**src/rtl/pipelined_carry_adder.sv**
```systemverilog
// Pipelined add/subtract: stage k ripples slice k, operands skewed in and result slices deskewed out; latency STAGES, 1 beat/cycle.
// One global advance (~out_valid | out_ready) holds every register on stall. Optional ovf output: define PCA_OVERFLOW_EN.
module pipelined_carry_adder #(
  parameter int WIDTH  = 8,
  parameter int STAGES = 4
) (
  input  logic             clk,
  input  logic             reset,
  input  logic             in_valid,
  output logic             in_ready,
  input  logic [WIDTH-1:0] a,
  input  logic [WIDTH-1:0] b,
  input  logic             c_in,
  input  logic             sub,
  output logic             out_valid,
  input  logic             out_ready,
  output logic [WIDTH-1:0] sum,
  output logic             c_out
`ifdef PCA_OVERFLOW_EN
  ,
  output logic             ovf
`endif
);

  localparam int CHUNK = WIDTH / STAGES;

  if ((WIDTH % STAGES) != 0 || STAGES < 1 || STAGES > WIDTH) begin : g_bad_params
    $error("pipelined_carry_adder: WIDTH must be a multiple of STAGES and 1 <= STAGES <= WIDTH");
  end

  logic w_advance;

  assign w_advance = ~out_valid | out_ready;
  assign in_ready  = w_advance;

  for (genvar k = 0; k < STAGES; k++) begin : g_stg
    // Operand bits still to be added when slice k is processed: slices k..STAGES-1.
    localparam int REM = WIDTH - k * CHUNK;

    logic [REM-1:0]         w_a_in;
    logic [REM-1:0]         w_b_in;
    logic                   w_vld_in;
    logic                   w_cy_in;
    logic [(k+1)*CHUNK-1:0] w_sum_nxt;
    logic [CHUNK:0]         w_add;
    logic                   r_vld;
    logic                   r_cy;
    logic [(k+1)*CHUNK-1:0] r_sum;

    if (k == 0) begin : g_src
      assign w_a_in    = a;
      assign w_b_in    = b ^ {WIDTH{sub}};
      assign w_vld_in  = in_valid;
      assign w_cy_in   = sub | c_in;
      assign w_sum_nxt = w_add[CHUNK-1:0];
    end else begin : g_src
      logic [REM-1:0] r_a;
      logic [REM-1:0] r_b;

      always_ff @(posedge clk or posedge reset) begin
        if (reset) begin
          r_a <= '0;
          r_b <= '0;
        end else if (w_advance) begin
          r_a <= g_stg[k-1].w_a_in[REM+CHUNK-1:CHUNK];
          r_b <= g_stg[k-1].w_b_in[REM+CHUNK-1:CHUNK];
        end
      end

      assign w_a_in    = r_a;
      assign w_b_in    = r_b;
      assign w_vld_in  = g_stg[k-1].r_vld;
      assign w_cy_in   = g_stg[k-1].r_cy;
      assign w_sum_nxt = {w_add[CHUNK-1:0], g_stg[k-1].r_sum};
    end

    assign w_add = {1'b0, w_a_in[CHUNK-1:0]} + {1'b0, w_b_in[CHUNK-1:0]} + {{CHUNK{1'b0}}, w_cy_in};

    always_ff @(posedge clk or posedge reset) begin
      if (reset) begin
        r_vld <= 1'b0;
        r_cy  <= 1'b0;
        r_sum <= '0;
      end else if (w_advance) begin
        r_vld <= w_vld_in;
        r_cy  <= w_add[CHUNK];
        r_sum <= w_sum_nxt;
      end
    end
  end

  assign out_valid = g_stg[STAGES-1].r_vld;
  assign c_out     = g_stg[STAGES-1].r_cy;
  assign sum       = g_stg[STAGES-1].r_sum;

`ifdef PCA_OVERFLOW_EN
  logic w_ovf_nxt;
  logic r_ovf;

  // Carry into the MSB is recovered as a ^ b' ^ s at that bit.
  assign w_ovf_nxt = g_stg[STAGES-1].w_add[CHUNK]
                   ^ g_stg[STAGES-1].w_a_in[CHUNK-1]
                   ^ g_stg[STAGES-1].w_b_in[CHUNK-1]
                   ^ g_stg[STAGES-1].w_add[CHUNK-1];

  always_ff @(posedge clk or posedge reset) begin
    if (reset) begin
      r_ovf <= 1'b0;
    end else if (w_advance) begin
      r_ovf <= w_ovf_nxt;
    end
  end

  assign ovf = r_ovf;
`endif

endmodule
```
**config.mk**
```make
export PLATFORM = sky130hd
export DESIGN_NAME = pipelined_carry_adder
export DESIGN_NICKNAME = d
export VERILOG_FILES = /design/src/rtl/pipelined_carry_adder.sv
export SDC_FILE = /design/constraint.sdc
export NUM_CORES = 1
export LEC_CHECK = 0
export BUFFER_PORTS_ARGS = -buffer_cell sky130_fd_sc_hd__buf_2
export CAP_MARGIN = 10
export CORE_MARGIN = 3
export CORE_UTILIZATION = 47
export CTS_CLUSTER_DIAMETER = 150
export DETAILED_ROUTE_END_ITERATION = 8
export PLACE_DENSITY_LB_ADDON = 0.3
export REMOVE_ABC_BUFFERS = 1
export SLEW_MARGIN = 10
export SYNTH_ARGS = -nofsm -noshare
export SYNTH_HDL_FRONTEND = slang
export SYNTH_SLANG_ARGS = --single-unit
```
**constraint.sdc**
```tcl
create_clock -name clk -period 1.9 [get_ports clk]
set_input_delay 0.285 -clock clk [delete_from_list [all_inputs] [get_ports clk]]
set_output_delay 0.285 -clock clk [all_outputs]
set_load 0.05 [all_outputs]
```
# Word-level counts from Yosys, hierarchy flattened
# Index checks and enable logic that the tools add are counted.
[totals] in_bits=22 reg_bits=52 elab_cells=30 output_inout_bits=11
[classes] addsub=8 n_bitwise=4
[op_table] cell="adder 2 x 2 -> 3 bit" n=4
[op_table] cell="adder 3 x 1 -> 3 bit" n=4
[op_table] cell="XOR 8 bit" n=1
[op_table] cell="bitwise OR 1 bit" n=2
[op_table] cell="NOT 1 bit" n=1

# Longest topological paths before layout
[depth] word_depth=3 mapped_depth=6

# Least setup slack after synthesis
# OpenSTA, ideal clock, no wires.
[synth_path] kind="input to register" startpoint="in sub" endpoint="reg g_stg[0].r_sum[1]" path_stages=6 arrival_time_ns=1.709 setup_slack_ns=0.066 path_buffers=1 setup_time_ns=0.125 cell_sequence="buf_2 xnor2_1 fa_1 inv_1 fa_1 mux2_4"
[synth_via] elab_chain_len=3 elab_cells_between_ends=4 classes_between="add/sub (2); bitwise (2)"
[synth_rtl] item="start: declaration" line_no="14" text="input logic sub,"
[synth_rtl] item="XOR 8 bit" line_no="52" text="assign w_b_in = b ^ {WIDTH{sub}};"
[synth_rtl] item="adder 2 x 2 -> 3 bit" line_no="77" text="assign w_add = {1'b0, w_a_in[CHUNK-1:0]} + {1'b0, w_b_in[CHUNK-1:0]} + {{CHUNK{1'b0}}, w_cy_in};"
[synth_rtl] item="adder 3 x 1 -> 3 bit (*)" line_no="77"
[synth_rtl] item="net g_stg[0].w_add[1]" line_no="45" text="logic [CHUNK:0] w_add;"
[synth_rtl] item="end signal: assignment" line_no="87" text="r_sum <= w_sum_nxt;"
[synth_rtl] item="end: declaration" line_no="48" text="logic [(k+1)*CHUNK-1:0] r_sum;"
# Mark *: on every way through the listed nets, which the timed path passes. The rest lies on a longest branch.
# A chain may end at the register's enable or synchronous reset.

# Worst setup path after layout
[layout_path] startpoint="reg g_stg[3].r_vld, in the netlist out_valid" endpoint="out in_ready"
[layout_via] elab_chain_len=2
[layout_rtl] item="start: declaration" line_no="46" text="logic r_vld;"
[layout_rtl] item="start signal: assignment" line_no="85" text="r_vld <= w_vld_in;"
[layout_rtl] item="NOT 1 bit" line_no="33" text="assign w_advance = ~out_valid | out_ready;"
[layout_rtl] item="bitwise OR 1 bit" line_no="33"
[layout_rtl] item="end: declaration" line_no="10" text="output logic in_ready,"
# No other way between the ends.

==> flow_summary_export.csv <==
group,metric,value,unit
clock_network,tritoncts,"built",
finish,final_cell_mix,"dfrtp_1, mux2_4, buf_2",
yosys,yosysTopAreaCellShare,53.2,%
power,seq_power_share,42.5,%
drt,drcViolationCount,0,
clock_network,cts.sinks,52,
power,peakVddDrop,0.787,mV
yosys,ys_warn_count,0,
power,pwr-share-comb,43.7,%
yosys,synth_area,0.00244,mm2
sta,skew,7.07,ps
finish,diodes,0,
yosys,ys_seq_area_share,53.2,%
sta,setup_violations,0,
sta,worst_pin_slew,631,ps
worst_setup_path,critical-path-max-stage-delay,510,ps
clock_network,cts_hold_buffers,0,
worst_setup_path,crit_path_top_delay_cell,"dfrtp_1",
power,leakagePower,1.37,nW
drt,drtAntennaViolNets,0,
outcome,status,"completed",
clock_network,cts.path.max_buffers,2,
global_route,grt_antenna_before_repair,0,
clock_network,cts_resized,0,
place,post_dp_cell_area,0.00264,mm2
finish,nets,222,
yosys,synth_cell_type_count,17,
worst_setup_path,crit_fanout,15,
drt,wl,3.66,mm
place,dp_hpwl,2.72,mm
yosys,ys_top_cells_by_area,"dfrtp_1, mux2_4, fa_1",
min_path,min_path_type,"in -> async",
drt,dr.pass1.iters,2,
global_route,grt_usage,13.8,%
finish,drive_gt1_share,44.6,%
die,dieHeight,78.1,um
global_route,grt_max_degree,53,
power,power_density,1620,mW/mm2
yosys,ys_ff_latch,52,
die,dieArea,0.00610,mm2
die,ios,33,
power,clkPwrFrac,13.7,%
worst_setup_path,crit_chain,"nand2b_4, buf_2",
clock_network,clkTransAtPathRegs,90,ps
clock_network,root_buffer,"clkbuf_8",
drt,avgViaCountPerCell,4.77,
drt,vias,1240,
worst_setup_path,cp.required,1620,ps
die,start_util,50.1,%
clock_network,cts_made_buffers,5,
job,maxCapViolCount,0,
clock_network,postCtsSetupRepairBufs,0,
place,place.gp.congestion,0.727,
sta,hold_violations,0,
power,p_sw_share,36.4,%
place,port_buffers,32,
drt,wl_per_cell,14.1,um
power,p_switching,1.61,mW
worst_setup_path,cp-start-kind,"register",
die,die_x,78.1,um
sta,period_share,89.8,%
global_route,grt_pass1_wl,6.60,mm
yosys,syn_avg_cell_area,15.7,um2
sta,rsz0062_at_grt,"false",
global_route,grt_pass1_vias,1371,
finish,final_common_cell,"dfrtp_1",
worst_setup_path,arrival,1420,ps
sta,max_freq,586,MHz
yosys,netlist_instances,156,
clock_network,clk_latency,300,ps
yosys,synth_largest_area_cell,"dfrtp_1",
sta,relSlewSlack,57.9,%
finish,fin_util,56.0,%
die,core-area,0.00488,mm2
sta,period_needed,1710,ps
die,rows,25,
worst_setup_path,criticalPathCategory,"reg -> out",
clock_network,cts_max_level,2,
finish,syn_to_final_growth,11.7,%
worst_setup_path,end_kind,"output port",
power,intPower,2.81,mW
global_route,overflow,0,
sta,slew_viol_final,0,
finish,stdcell_area,0.00273,mm2
drt,drt_iter0_drc,43,
path summary, 6_finish.rpt:
| path | from | end | cells after the start | slack (ps) |
|---|---|---|---|---|
| min | reset | g_stg[1].g_src.r_a[5] | 3 | 140 |
| max reg2reg | g_stg[0].r_cy | g_stg[1].r_sum[3] | 4 | 330 |
| min in group clk | a[6] | g_stg[1].g_src.r_a[4] | 2 | 210 |
| max | out_valid | in_ready | 2 | 190 |
| min reg2reg | g_stg[2].r_vld | out_valid | 1 | 480 |
| max in group asynchronous | reset | g_stg[1].r_cy | 3 | 1340 |
routing by layer:
metal	GRT usage [%]	wire length, um	part of all wire, %
met3	2.52	148	4.0
met4	6.82	84	2.3
met1	17.8	1620	44
met2	22.6	1810	49
met5	0	0	0
power groups by stage:
stage / Combinational [mW] / Sequential [mW] / Clock, mW
final: 1.93 / 1.88 / 0.608
after CTS: 1.96 / 1.89 / 0.634
after global placement: 1.91 / 1.88 / 0
after floorplan: 1.20 / 2.20 / 0
after detailed placement: 1.96 / 1.91 / 0
after global routing: 2.11 / 1.95 / 0.677
cell usage after synthesis:
library cell  number
xor2_1             5
mux2_4            36
buf_8              1
nor2_1             1
a21oi_1            8
mux2_2             3
nor3b_1            8
buf_12             3
nand2b_1           1
mux2i_1            4
dfrtp_1           52
nand2b_4           1
fa_1               8
xnor2_1            3
inv_1             18
buf_2              2
buf_6              2
kinds of logic (layout without fill, tap and decap cells):
family / Yosys count / count (layout) / synth area share [%]
buf+inv: 26 / 63 / 7.16
mux: 43 / 43 / 25.1
simple gates: 11 / 11 / 3.43
compound gates: 8 / 8 / 1.64
fa+ha+maj: 8 / 8 / 6.55
xor+xnor: 8 / 8 / 2.87
flops: 52 / 52 / 53.2
layout make-up:
class	count	area, um2
clock buffers	5	68.8
clock inverters	3	18.8
fillers	428	2150
inverters	18	67.6
multi-input cells	78	968
flip-flops and latches	52	1300
well taps	67	83.8
repair buffers	37	223
sequential cells by signal, indices dropped and copies added, names as in the netlist:
name             flops
g_stg.r_vld          3
g_stg.g_src.r_b     12
g_stg.r_cy           3
out_valid            1
c_out                1
g_stg.r_sum         12
g_stg.g_src.r_a     12
sum                  8
per-stage QoR:
| step | hold WS [ps] | setup TNS (ps) | power [mW] | setup WS, ps | instances |
|---|---|---|---|---|---|
| floorplan | 433 | -513 | 3.40 | -14.2 | 148 |
| global placement | 456 | 0 | 3.78 | 94.1 | 252 |
| detailed placement | 460 | 0 | 3.87 | 67.9 | 252 |
| CTS | 153 | 0 | 4.49 | 162 | 260 |
| global route | 194 | 0 | 4.74 | 99.1 | 260 |
| finish | 140 | 0 | 4.43 | 194 | 260 |
worst max-delay path: cells and delay by family (launching register included):
| family | cells | cell delay, ps |
|---|---|---|
| DFF | 1 | 510 |
| buffers and inverters | 1 | 320 |
| and+or+nand+nor | 1 | 290 |
Power figures use the tool's default switching activity.
